$ cat config.mk
export PLATFORM = sky130hd
export DESIGN_NAME = mem_port_arbiter
export DESIGN_NICKNAME = d
export VERILOG_FILES = /design/src/rtl/mem_port_arbiter.sv
export SDC_FILE = /design/constraint.sdc
export NUM_CORES = 1
export LEC_CHECK = 0
export ABC_AREA = 1
export CELL_PAD_IN_SITES_DETAIL_PLACEMENT = 0
export CELL_PAD_IN_SITES_GLOBAL_PLACEMENT = 2
export CORE_ASPECT_RATIO = 0.8
export CORE_MARGIN = 3
export CORE_UTILIZATION = 33
export DETAILED_ROUTE_END_ITERATION = 16
export DONT_BUFFER_PORTS = 1
export HOLD_SLACK_MARGIN = 0.1
export PLACE_DENSITY = 0.78
export SYNTH_ARGS = -nofsm -noshare
export SYNTH_HDL_FRONTEND = slang
export SYNTH_SLANG_ARGS = --single-unit
export TNS_END_PERCENT = 50
$ cat constraint.sdc
create_clock -name CLOCK -period 1.23 [get_ports CLOCK]
set_input_delay 0.246 -clock CLOCK [delete_from_list [all_inputs] [get_ports CLOCK]]
set_output_delay 0.246 -clock CLOCK [all_outputs]
set_load 0.01 [all_outputs]
$ cat src/rtl/mem_port_arbiter.sv
// rtl/mem_port_arbiter.sv - two-requester single-port memory arbiter (fetch vs load/store)
//
// Shares one memory between the instruction-fetch port (I) and the load/store
// port (D). One access at a time: IDLE -> ACCESS (WAIT_CYCLES+1 cycles) -> RESP
// (one-cycle ack) -> IDLE. D has priority; I is forced after STARVE_LIMIT
// consecutive D grants made while I was waiting.
//
// Ports:
//   CLOCK, CLEAR          clock (rising edge), asynchronous active-low reset
//   halt                  blocks new I grants while high
//   i_req/i_addr          fetch request and address; i_ack/i_rdata response
//   d_req/d_memw/d_addr/d_wdata  load/store request; d_ack/d_rdata response
//   mem_en/mem_addr/mem_wdata/mem_we  memory controls; mem_rdata read word
//   busy                  high whenever the arbiter is not in IDLE
module mem_port_arbiter #(
  parameter int unsigned WAIT_CYCLES  = 1,
  parameter int unsigned STARVE_LIMIT = 3
) (
  input  logic        CLOCK,
  input  logic        CLEAR,
  input  logic        halt,
  input  logic        i_req,
  input  logic [15:0] i_addr,
  output logic        i_ack,
  output logic [15:0] i_rdata,
  input  logic        d_req,
  input  logic [1:0]  d_memw,
  input  logic [15:0] d_addr,
  input  logic [15:0] d_wdata,
  output logic        d_ack,
  output logic [15:0] d_rdata,
  output logic        mem_en,
  output logic [15:0] mem_addr,
  output logic [15:0] mem_wdata,
  output logic [1:0]  mem_we,
  input  logic [15:0] mem_rdata,
  output logic        busy
);

  typedef enum logic [1:0] {
    IDLE   = 2'd0,
    ACCESS = 2'd1,
    RESP   = 2'd2
  } state_e;

  localparam logic [3:0] WAIT_INIT  = 4'(WAIT_CYCLES);
  localparam logic [3:0] STREAK_MAX = 4'(STARVE_LIMIT);

  state_e      state_q, state_d;
  logic        owner_d_q, owner_d_d;   // 1: current access belongs to D
  logic [3:0]  wait_q, wait_d;
  logic [3:0]  streak_q, streak_d;
  logic        mem_en_q, mem_en_d;
  logic [15:0] mem_addr_q, mem_addr_d;
  logic [15:0] mem_wdata_q, mem_wdata_d;
  logic [1:0]  mem_we_q, mem_we_d;
  logic        i_ack_q, i_ack_d;
  logic        d_ack_q, d_ack_d;
  logic [15:0] i_rdata_q, i_rdata_d;
  logic [15:0] d_rdata_q, d_rdata_d;

  logic i_elig;
  logic i_forced;

  assign i_elig   = i_req & ~halt;
  assign i_forced = i_elig && (streak_q == STREAK_MAX);

  always_ff @(posedge CLOCK or negedge CLEAR) begin
    if (!CLEAR) begin
      state_q     <= IDLE;
      owner_d_q   <= 1'b0;
      wait_q      <= 4'd0;
      streak_q    <= 4'd0;
      mem_en_q    <= 1'b0;
      mem_addr_q  <= 16'h0000;
      mem_wdata_q <= 16'h0000;
      mem_we_q    <= 2'b00;
      i_ack_q     <= 1'b0;
      d_ack_q     <= 1'b0;
      i_rdata_q   <= 16'h0000;
      d_rdata_q   <= 16'h0000;
    end else begin
      state_q     <= state_d;
      owner_d_q   <= owner_d_d;
      wait_q      <= wait_d;
      streak_q    <= streak_d;
      mem_en_q    <= mem_en_d;
      mem_addr_q  <= mem_addr_d;
      mem_wdata_q <= mem_wdata_d;
      mem_we_q    <= mem_we_d;
      i_ack_q     <= i_ack_d;
      d_ack_q     <= d_ack_d;
      i_rdata_q   <= i_rdata_d;
      d_rdata_q   <= d_rdata_d;
    end
  end

  always_comb begin
    state_d     = state_q;
    owner_d_d   = owner_d_q;
    wait_d      = wait_q;
    streak_d    = streak_q;
    mem_en_d    = mem_en_q;
    mem_addr_d  = mem_addr_q;
    mem_wdata_d = mem_wdata_q;
    mem_we_d    = mem_we_q;
    i_ack_d     = 1'b0;
    d_ack_d     = 1'b0;
    i_rdata_d   = i_rdata_q;
    d_rdata_d   = d_rdata_q;

    case (state_q)
      IDLE: begin
        if (d_req && !i_forced) begin
          owner_d_d   = 1'b1;
          mem_addr_d  = d_addr;
          mem_wdata_d = d_wdata;
          // Code 11 is not a write; present it to memory as a read.
          mem_we_d    = (d_memw == 2'b11) ? 2'b00 : d_memw;
          mem_en_d    = 1'b1;
          wait_d      = WAIT_INIT;
          state_d     = ACCESS;
          // Only D grants that overtake a waiting I count toward starvation.
          if (i_elig) begin
            streak_d = (streak_q == STREAK_MAX) ? streak_q : streak_q + 4'd1;
          end else begin
            streak_d = 4'd0;
          end
        end else if (i_elig) begin
          owner_d_d   = 1'b0;
          mem_addr_d  = i_addr;
          mem_wdata_d = 16'h0000;
          mem_we_d    = 2'b00;
          mem_en_d    = 1'b1;
          wait_d      = WAIT_INIT;
          state_d     = ACCESS;
          streak_d    = 4'd0;
        end else begin
          streak_d = 4'd0;
        end
      end

      ACCESS: begin
        // Write strobe lasts only the first ACCESS cycle: one write per access.
        mem_we_d = 2'b00;
        if (wait_q == 4'd0) begin
          if (owner_d_q) begin
            d_rdata_d = mem_rdata;
            d_ack_d   = 1'b1;
          end else begin
            i_rdata_d = mem_rdata;
            i_ack_d   = 1'b1;
          end
          mem_en_d = 1'b0;
          state_d  = RESP;
        end else begin
          wait_d = wait_q - 4'd1;
        end
      end

      RESP: begin
        state_d = IDLE;
      end

      default: begin
        state_d = IDLE;
      end
    endcase
  end

  assign i_ack     = i_ack_q;
  assign d_ack     = d_ack_q;
  assign i_rdata   = i_rdata_q;
  assign d_rdata   = d_rdata_q;
  assign mem_en    = mem_en_q;
  assign mem_addr  = mem_addr_q;
  assign mem_wdata = mem_wdata_q;
  assign mem_we    = mem_we_q;
  assign busy      = (state_q != IDLE);

endmodule

==> results.cfg, run 1 <==
[placed_design]
io_buffers = 0
gp_congestion = 0.781
place_ws_ns = -0.0573
dp_cells = 571
hpwl_um = 6370

[timing]
clock_skew_ns = 0.00576
fin_crit_sh = 1.09
slew_violations = 0
setup_ws_ns = -0.112
hold_ws_ns = -0.390
clock.fmax_mhz = 745
setup_viol = 74
finalHoldViolations = 80
tns_ns = -6.22
fin_crit_ns = 1.34
slew_headroom = 0.716
rsz0062_at_grt = true
tightest_slew_ns = 0.425

[layout]
n_antenna_cell = 0
utilization = 0.473
final_cell_count_no_fill = 630
area_growth_pct = 37.2
drive_gt1_frac = 0.379
final_nets = 555

[clock_network]
cts_max_level = 3
clock_latency_ns = 0.33
clockBufferDepth = 2
path_clk_slew_ns = 0.06
tritoncts = built
postCtsHoldBufs = 29
cts_root_buf = clkbuf_16
cts_made_buffers = 9
cts.sinks = 80

[setup_path]
max_stage_delay_ns = 0.43
critPathArrivalTime_ns = 1.56
cp.required_ns = 1.45
crit_chain = nor2_4 -> inv_4 -> nor2_8 -> nand2_8 -> buf_12 -> nand2_2 -> o21ai_2
path_class = flip-flop to flip-flop
cp_max_fo = 11
cp-end-kind = flip-flop
crit_path_start_kind = flip-flop
crit_slowest_cell = dfrtp_1

[logic_synthesis]
syn-cell-area_mm2 = 0.00383
ys_warn_count = 0
synth_nets = 484
ys_ff_latch = 80
avgSynthCellArea_um2 = 9.34
syn_inst = 410
ys_seq_area_frac = 0.523
yosysUniqueCellTypes = 27

[detailed_routing]
antenna_left = 0
drcViolationCount = 0
viasPerCell = 4.59
dr.pass1.iters = 4
routedWlPerCell_um = 16.4
drtIter0Drc = 96
num_vias = 2890
drt_wl_total_um = 10300

[floorplan]
die-area_mm2 = 0.0129
ios = 141
rows = 34
initial_utilization = 0.345
core_region_area_mm2 = 0.0111
die-width_um = 126
die_h_um = 102

[global_route]
grt_pass1_wl_um = 14900
gr-total-overflow = 0
track_usage = 0.144
grt_pass1_vias = 2890
antenna_found_initial = 0
grt_max_degree = 81

[run]
max_cap_violations = 0

[power_and_ir_drop]
leakagePower_uw = 0.00265
p_per_area_mw_per_mm2 = 2590
fin_total_pwr_uw = 13600
irDropWorstVdd_uv = 941

[run_status]
violations = hold timing, setup timing
status = finished with violations

[hold_path]
hold_class = primary input to async pin
==> worst max-delay path: cells and delay by family (launching register included) <==
family          cells  cell delay (ns)
buf+inv             2             0.23
compound gates      1             0.05
simple gates        4             0.53
flops               1             0.43
==> cell usage after synthesis, drive strengths merged <==
cell / instances / area, um2
a21oi: 2 / 10.0
o22ai: 2 / 12.5
dfrtp: 80 / 2000
nand4: 2 / 12.5
buf: 15 / 148
o21bai: 1 / 7.51
nand3: 41 / 263
nand2: 150 / 658
o21ai: 38 / 322
ha: 3 / 37.5
inv: 61 / 231
nor2: 14 / 119
xor2: 1 / 8.76
==> final cells by class <==
class | count | area, um2
Clock buffer | 11 | 243
Clock inverter | 5 | 56.3
Fill cell | 1029 | 5850
Inverter | 61 | 236
Multi-Input combinational cell | 254 | 1650
Sequential cell | 80 | 2000
Tap cell | 144 | 180
Timing Repair Buffer | 75 | 890
==> path summary, 6_finish.rpt <==
check | startpoint | endpoint | slack, ns | cells past startpoint
worst min-delay path | CLEAR | i_rdata[4]$_DFFE_PN0P_ | -0.39 | 0
worst min register to register | mem_addr[9]$_DFFE_PN0P_ | mem_addr[9]$_DFFE_PN0P_ | 0.55 | 2
max in group asynchronous | CLEAR | mem_we[1]$_DFFE_PN0P_ | 1.50 | 0
worst max register to register | state_q[1]$_DFFE_PN0P_ | i_rdata[10]$_DFFE_PN0P_ | -0.11 | 7
worst max-delay path | state_q[1]$_DFFE_PN0P_ | i_rdata[10]$_DFFE_PN0P_ | -0.11 | 7
min in group CLOCK | mem_rdata[11] | i_rdata[11]$_DFFE_PN0P_ | 0.11 | 2
==> per-layer routing <==
layer  wire length, um  share of wire  GRT usage
met3               667          0.065     0.0512
met2              5060           0.49      0.235
met5                 0              0          0
met4                85         0.0082     0.0346
met1              4510           0.44      0.185
==> flip-flops by register name, summed over array words and instances (netlist names) <==
name / flops
d_ack: 1
d_rdata: 16
i_ack: 1
i_rdata: 16
mem_addr: 16
mem_en: 1
mem_wdata: 16
mem_we: 2
owner_d_q: 1
state_q: 2
streak_q: 4
wait_q: 4
==> where the power goes <==
| group | internal (uW) | total, uW | switching (uW) |
|---|---|---|---|
| clock network | 1630 | 2680 | 1060 |
| registers | 3850 | 5490 | 1640 |
| logic | 2740 | 5420 | 2680 |
| total | 8210 | 13600 | 5380 |
==> per-stage QoR <==
| step | hold slack (ns) | instance area [um2] |
|---|---|---|
| global placement | -0.0479 | 4200 |
| global route | -0.411 | 5260 |
| finish | -0.390 | 5260 |
| floorplan | -0.0496 | 3860 |
| detailed placement | -0.0484 | 4200 |
| CTS | -0.408 | 4910 |
==> repair_timing <==
action / CTS / global route
pin swaps: 1 / 10
gates cloned: 1 / 8
buffers inserted: 3 / 2
gates resized for setup: 18 / 47
setup endpoints to repair: 71 / 78
hold endpoints to repair: 117 / 80
==> placed cells by master (no fill, tap or decap) <==
cell type / netlist / routed
nand2_4: 4 / 12
nor2_1: 8 / 6
a21oi_2: 0 / 1
clkinvlp_4: 0 / 1
nand2_8: 0 / 3
o21ai_2: 32 / 33
nor2_2: 1 / 2
nor2_8: 3 / 3
o21ai_0: 5 / 3
buf_4: 3 / 21
buf_6: 8 / 11
clkinv_2: 0 / 2
nand4_1: 2 / 2
buf_12: 1 / 7
inv_2: 5 / 6
o21bai_1: 1 / 1
nand2_2: 26 / 45
clkbuf_8: 0 / 1
ha_4: 0 / 1
nor2_4: 2 / 3
nand3_2: 9 / 9
o22ai_1: 2 / 2
clkbuf_1: 0 / 1
clkinv_4: 0 / 1
o21ai_1: 0 / 1
nand3_1: 31 / 30
nand3_4: 1 / 2
bufinv_16: 0 / 1
inv_1: 55 / 53
inv_6: 0 / 1
o21ai_4: 1 / 1
inv_4: 1 / 1
dlygate4sd3_1: 0 / 29
a21oi_1: 2 / 1
dfrtp_1: 80 / 80
buf_16: 0 / 1
xor2_1: 1 / 1
nand2_1: 120 / 90
clkbuf_16: 0 / 15
ha_1: 3 / 2
==> cell families after synthesis <==
| kind of cell | share of synthesized area |
|---|---|
| adder cells (fa/ha/maj) | 0.00980 |
| AO/OA/AOI/OAI | 0.0918 |
| XOR/XNOR | 0.00229 |
| AND/OR/NAND/NOR | 0.275 |
| buffers and inverters | 0.0990 |
| flip-flops | 0.523 |
(Power assumes the default switching activity.)
==> run 2, diff against run 1 <==
--- a/config.mk
+++ b/config.mk
@@ -11,6 +11,7 @@
 export CORE_ASPECT_RATIO = 0.8
 export CORE_MARGIN = 3
 export CORE_UTILIZATION = 33
+export CTS_CLUSTER_SIZE = 14
 export DETAILED_ROUTE_END_ITERATION = 16
 export DONT_BUFFER_PORTS = 1
 export HOLD_SLACK_MARGIN = 0.1
==> results of run 2 <==
Final layout, timing and power as in run 1 (identical DEF).
==> run 3, diff against run 2 <==
--- a/config.mk
+++ b/config.mk
@@ -10,12 +10,12 @@
 export CELL_PAD_IN_SITES_GLOBAL_PLACEMENT = 2
 export CORE_ASPECT_RATIO = 0.8
 export CORE_MARGIN = 3
-export CORE_UTILIZATION = 33
+export CORE_UTILIZATION = 36
 export CTS_CLUSTER_SIZE = 14
 export DETAILED_ROUTE_END_ITERATION = 16
 export DONT_BUFFER_PORTS = 1
-export HOLD_SLACK_MARGIN = 0.1
-export PLACE_DENSITY = 0.78
+export HOLD_SLACK_MARGIN = 0.02
+export PLACE_DENSITY = 0.81
 export SYNTH_ARGS = -nofsm -noshare
 export SYNTH_HDL_FRONTEND = slang
 export SYNTH_SLANG_ARGS = --single-unit
==> constraint.sdc (replaced) <==
create_clock -name CLOCK -period 1.35 [get_ports CLOCK]
set_input_delay 0.2025 -clock CLOCK [delete_from_list [all_inputs] [get_ports CLOCK]]
set_output_delay 0.2025 -clock CLOCK [all_outputs]
set_load 0.01 [all_outputs]
==> results.cfg, run 3 (synthesized netlist as in run 1, its figures left out) <==
[detailed_routing]
route.layer.met1.wl_um = 3800
routedWlPerCell_um = 14.7
drtIter0Drc = 148
maxUsedRoutingLayer = met4
viasPerCell = 4.62
met2RoutedLength_um = 4270
dr.pass1.iters = 6
num_vias = 2772
antenna_left = 0
drt_wl_total_um = 8790
drcViolationCount = 0
wl_met3_um = 627

[layout]
num-fill-cells = 1018
final_cell_mix = nand2_1, dfrtp_1, inv_1, o21ai_2, nand3_1
final_common_cell = nand2_1
n_antenna_cell = 0
area_growth_pct = 25.9
postLayoutCellArea_mm2 = 0.00482
drive_gt1_frac = 0.324
final_nets = 529

[timing]
slew_headroom = 0.721
setup_viol = 0
fin_crit_sh = 0.993
rsz0062_at_grt = true
hold_ws_ns = -0.439
fin_crit_ns = 1.34
tns_ns = 0
slew_violations = 0
clock.fmax_mhz = 746
tightest_slew_ns = 0.417
finalHoldViolations = 80
clock_skew_ns = 0.00816

[run_status]
violations = hold timing
status = finished with violations

[global_route]
grt_pass1_vias = 2813
grt_pass1_wl_um = 13800
grt_max_degree = 81
antenna_found_initial = 0
gr-total-overflow = 0
track_usage = 0.148

[setup_path]
max_stage_delay_ns = 0.39
reg2reg_depth = 8
cp.required_ns = 1.57
cp_common_cell = nand2_4
crit_chain = inv_2 -> ha_4 -> nand2_4 -> nor2_8 -> nand2_8 -> buf_12 -> nand2_4 -> o21ai_2
r2r_slack_ns = 0.01
crit_slowest_cell = dfrtp_1
path_class = flip-flop to flip-flop
cp-end-kind = flip-flop
critPathArrivalTime_ns = 1.56
crit_path_start_kind = flip-flop
cp_max_fo = 8

[floorplan]
die-width_um = 121
core_region_area_mm2 = 0.0103
die_h_um = 98.3
initial_utilization = 0.371
rows = 33
ios = 141
die-area_mm2 = 0.0119

[clock_network]
cts_root_buf = clkbuf_16
cts.sinks = 80
tritoncts = built
clockBufferDepth = 2
clock_latency_ns = 0.33
cts_made_buffers = 9
postCtsHoldBufs = 16
cts_max_level = 3
path_clk_slew_ns = 0.06

[placed_design]
io_buffers = 0
dpl_cell_area_mm2 = 0.00413
gp_congestion = 0.804
hpwl_um = 5980

[run]
max_cap_violations = 0

[power_and_ir_drop]
leakagePower_uw = 0.00247
irDropWorstVdd_uv = 777
p_per_area_mw_per_mm2 = 2350
fin_total_pwr_uw = 11300

[hold_path]
hold_class = primary input to async pin
-- run 3: worst paths after layout --
| kind | startpoint | to |
|---|---|---|
| max | wait_q[0]$_DFFE_PN0P_ | d_rdata[4]$_DFFE_PN0P_ |
| min | CLEAR | mem_wdata[15]$_DFFE_PN0P_ |
| max reg2reg | wait_q[0]$_DFFE_PN0P_ | d_rdata[4]$_DFFE_PN0P_ |
| min reg2reg | wait_q[0]$_DFFE_PN0P_ | wait_q[0]$_DFFE_PN0P_ |
| max in group asynchronous | CLEAR | mem_addr[5]$_DFFE_PN0P_ |
| min in group CLOCK | d_memw[1] | mem_we[0]$_DFFE_PN0P_ |
-- run 3: through the flow --
| step | utilization | worst slack (ns) | instances |
|---|---|---|---|
| 3_3_place_gp | 0.400 | -0.0209 | 558 |
| 5_1_grt | 0.467 | -0.0469 | 600 |
| 6_report | 0.467 | 0.00998 | 600 |
| 2_1_floorplan | - | 0.0308 | 410 |
| 3_5_place_dp | 0.400 | -0.0377 | 558 |
| 4_1_cts | 0.452 | 0.00861 | 595 |
-- run 3: power breakdown --
group	total [uW]	internal [uW]	switching [uW]
Combinational	4050	2000	2060
Clock	2330	1360	977
Sequential	4950	3510	1440
Total	11300	6860	4480
-- run 3: routing by layer --
layer	vias up	track usage
li1	1362	-
met1	1307	0.178
met2	95	0.249
met3	8	0.0567
met4	0	0.0362
met5	-	0
-- run 3: worst max-delay path, delay by kind of cell (launching register included) --
kind | cells | cell delay, ns
flip-flops | 1 | 0.39
AND/OR/NAND/NOR | 4 | 0.39
buffers and inverters | 2 | 0.26
adder cells (fa/ha/maj) | 1 | 0.14
AO/OA/AOI/OAI | 1 | 0.05
-- run 3: cell type report --
cell class              instances  area [um2]  area share
clock buffers                  11         253      0.0524
multi-input cells             254        1560       0.324
clock inverters                 5        38.8     0.00804
flip-flops and latches         80        2000       0.415
well taps                     140         175      0.0363
repair buffers                 49         553       0.115
inverters                      61         239      0.0496
-- run 3: what timing repair did --
item | 4_1_cts | 5_1_grt
pin swaps | 2 | 1
endpoints found under the setup margin | 50 | 64
gates resized for setup | 8 | 28
hold endpoints to repair | 96 | 80
setup buffers | 4 | 4
cloned | 1 | 1
==> RTL change 1: new RTL, config.mk and constraints of run 1 <==
`mem_addr_q`, `mem_wdata_q`, `i_rdata_q` and `d_rdata_q` no longer have a reset.
--- a/src/rtl/mem_port_arbiter.sv
+++ b/src/rtl/mem_port_arbiter.sv
@@ -72,27 +72,26 @@
       wait_q      <= 4'd0;
       streak_q    <= 4'd0;
       mem_en_q    <= 1'b0;
-      mem_addr_q  <= 16'h0000;
-      mem_wdata_q <= 16'h0000;
       mem_we_q    <= 2'b00;
       i_ack_q     <= 1'b0;
       d_ack_q     <= 1'b0;
-      i_rdata_q   <= 16'h0000;
-      d_rdata_q   <= 16'h0000;
     end else begin
       state_q     <= state_d;
       owner_d_q   <= owner_d_d;
       wait_q      <= wait_d;
       streak_q    <= streak_d;
       mem_en_q    <= mem_en_d;
-      mem_addr_q  <= mem_addr_d;
-      mem_wdata_q <= mem_wdata_d;
       mem_we_q    <= mem_we_d;
       i_ack_q     <= i_ack_d;
       d_ack_q     <= d_ack_d;
-      i_rdata_q   <= i_rdata_d;
-      d_rdata_q   <= d_rdata_d;
     end
+  end
+
+  always_ff @(posedge CLOCK) begin
+    mem_addr_q  <= mem_addr_d;
+    mem_wdata_q <= mem_wdata_d;
+    i_rdata_q   <= i_rdata_d;
+    d_rdata_q   <= d_rdata_d;
   end
 
   always_comb begin
Check against the original RTL: not equivalent (a bounded check fails within 4 cycles, from zero or initial values; the reset may be asserted at any time).
==> RTL change 1 against run 1 <==
The run ends with negative setup slack left; count of clock-buffer cells in the layout down 2; sequential cell count unchanged; fmax shrank 6.2%; worst hold slack gained 0.50 ns; final area is 14% lower; synthesized area shrank 20%; worst setup slack lost 0.089 ns; via count down 29%; routed wire length shrank 32%; utilization increased by 4.2 points; highest routed layer unchanged.
Power is not compared: it rests on default switching activity, and its combinational part moved more than twofold at a synthesized area within 25%.
==> RTL change 1: results (changes against run 1) <==
Synth async-reset ratio = 0.200 (was 1.00)
pin count of the biggest net entering global routing = 34 (was 81)
Hold Buf Count CTS = 43 (was 29)
Filler cells = 757 (was 1029)
clock buffer count = 9 (was 11)
Cell Area, Placed = 3430 um^2 (was 4200 um^2)
gpl congestion = 0.739 (was 0.781)
Yosys cell types = 21 (was 27)
critical path arrival = 1.48 ns (was 1.56 ns)
fin cells = 445 (was 630)
Area contributors post-synth = edfxtp_1 62%, dfrtp_1 13%, nand2_1 8.5% (was dfrtp_1 52%, nand2_1 12%, o21ai_2 7.3%)
met1 Track Usage GR = 0.158 (was 0.185)
Commonest cells post-synth = 70 x nand2_1, 64 x edfxtp_1, 30 x inv_1 (was 120 x nand2_1, 80 x dfrtp_1, 55 x inv_1)
sequential-to-total area share from yosys stat = 0.754 (was 0.523)
wire length on met3 = 668 um (was 667 um)
status = finished, violations left (unchanged)
multi-input combinational gate total = 132 (was 254)
total global-route track usage = 0.131 (was 0.144)
Synth Area per Inst = 12.4 um^2 (was 9.34 um^2)
nonclk inv count = 32 (was 61)
Signal buffers = 73 (was 75)
initial detailed-routing violation count = 94 (was 96)
Detail Placement HPWL = 4.61 mm (was 6.37 mm)
wl on met1 = 2.96 mm (was 4.51 mm)
HP Class = in2reg (was in2async)
first-pass GRT wire length = 10.6 mm (was 14.9 mm)
Nets = 402 (was 555)
number of port buffers = 0 (unchanged)
met2 Track Usage GR = 0.203 (was 0.235)
Syn Std Cell Area = 3080 um^2 (was 3830 um^2)
post-CTS sizing = 20 (was 18)
failing checks = negative setup slack (was negative hold slack, negative setup slack)
min setup slack post-route = -0.201 ns (was -0.112 ns)
Post-Place Cells = 378 (was 571)
clk_skew = 0.00595 ns (was 0.00576 ns)
crit path max fanout = 8 (was 11)
post-synthesis compound-gate area fraction = 0.0183 (was 0.0918)
Final Util = 0.515 (was 0.473)
ratio of cells with drive above 1 in the final layout = 0.279 (was 0.379)
Comb pwr share = 0.241
Critical Path Max Stage Delay = 0.39 ns (was 0.43 ns)
met2 routed WL = 3.35 mm (was 5.06 mm)
Post-synth EDFFs = 64 (was 0)
setup TNS = -7.64 ns (was -6.22 ns)
Net Count, Synth = 323 (was 484)
Clock buf/inv share = 0.0744 (was 0.0569)
Vias = 2049 (was 2890)
drt total wl = 7.07 mm (was 10.3 mm)
Setup WS pre-CTS = -0.190 ns (was -0.0573 ns)
worst-margin pin slew = 0.775 ns (was 0.425 ns)
multi-input combinational area share = 0.174 (was 0.314)
post-synthesis adder-cell area fraction = 0.0122 (was 0.00980)
endpoints failing setup = 67 (was 74)
==> RTL change 1: cell types whose count changed after synthesis, moves of 4 or more <==
cell      delta
buf_6        -4
nand3_1     -24
nand2_2     -24
nand2_1     -50
edfxtp_1    +64
nand3_2      -9
nor2_1      +21
dfrtp_1     -64
o21ai_2     -32
inv_1       -25
==> RTL change 1: worst max-delay path: cells and delay by family, from the launching register on <==
kind                     cells  cell delay, ns
flip-flops                   1            0.39
buffers and inverters        3            0.32
adder cells (fa/ha/maj)      1            0.13
AND/OR/NAND/NOR              3            0.31
==> RTL change 1: path summary, 6_finish.rpt <==
kind,to,slack [ns],depth (start not counted),from
max,i_rdata[7],-0.20,7,wait_q[0]
min,mem_addr[8],0.11,2,d_addr[8]
max reg2reg,i_rdata[7],-0.20,7,wait_q[0]
min reg2reg,owner_d_q,0.57,2,owner_d_q
max in group asynchronous,owner_d_q,0.31,1,CLEAR
min in group asynchronous,i_ack,0.44,1,CLEAR
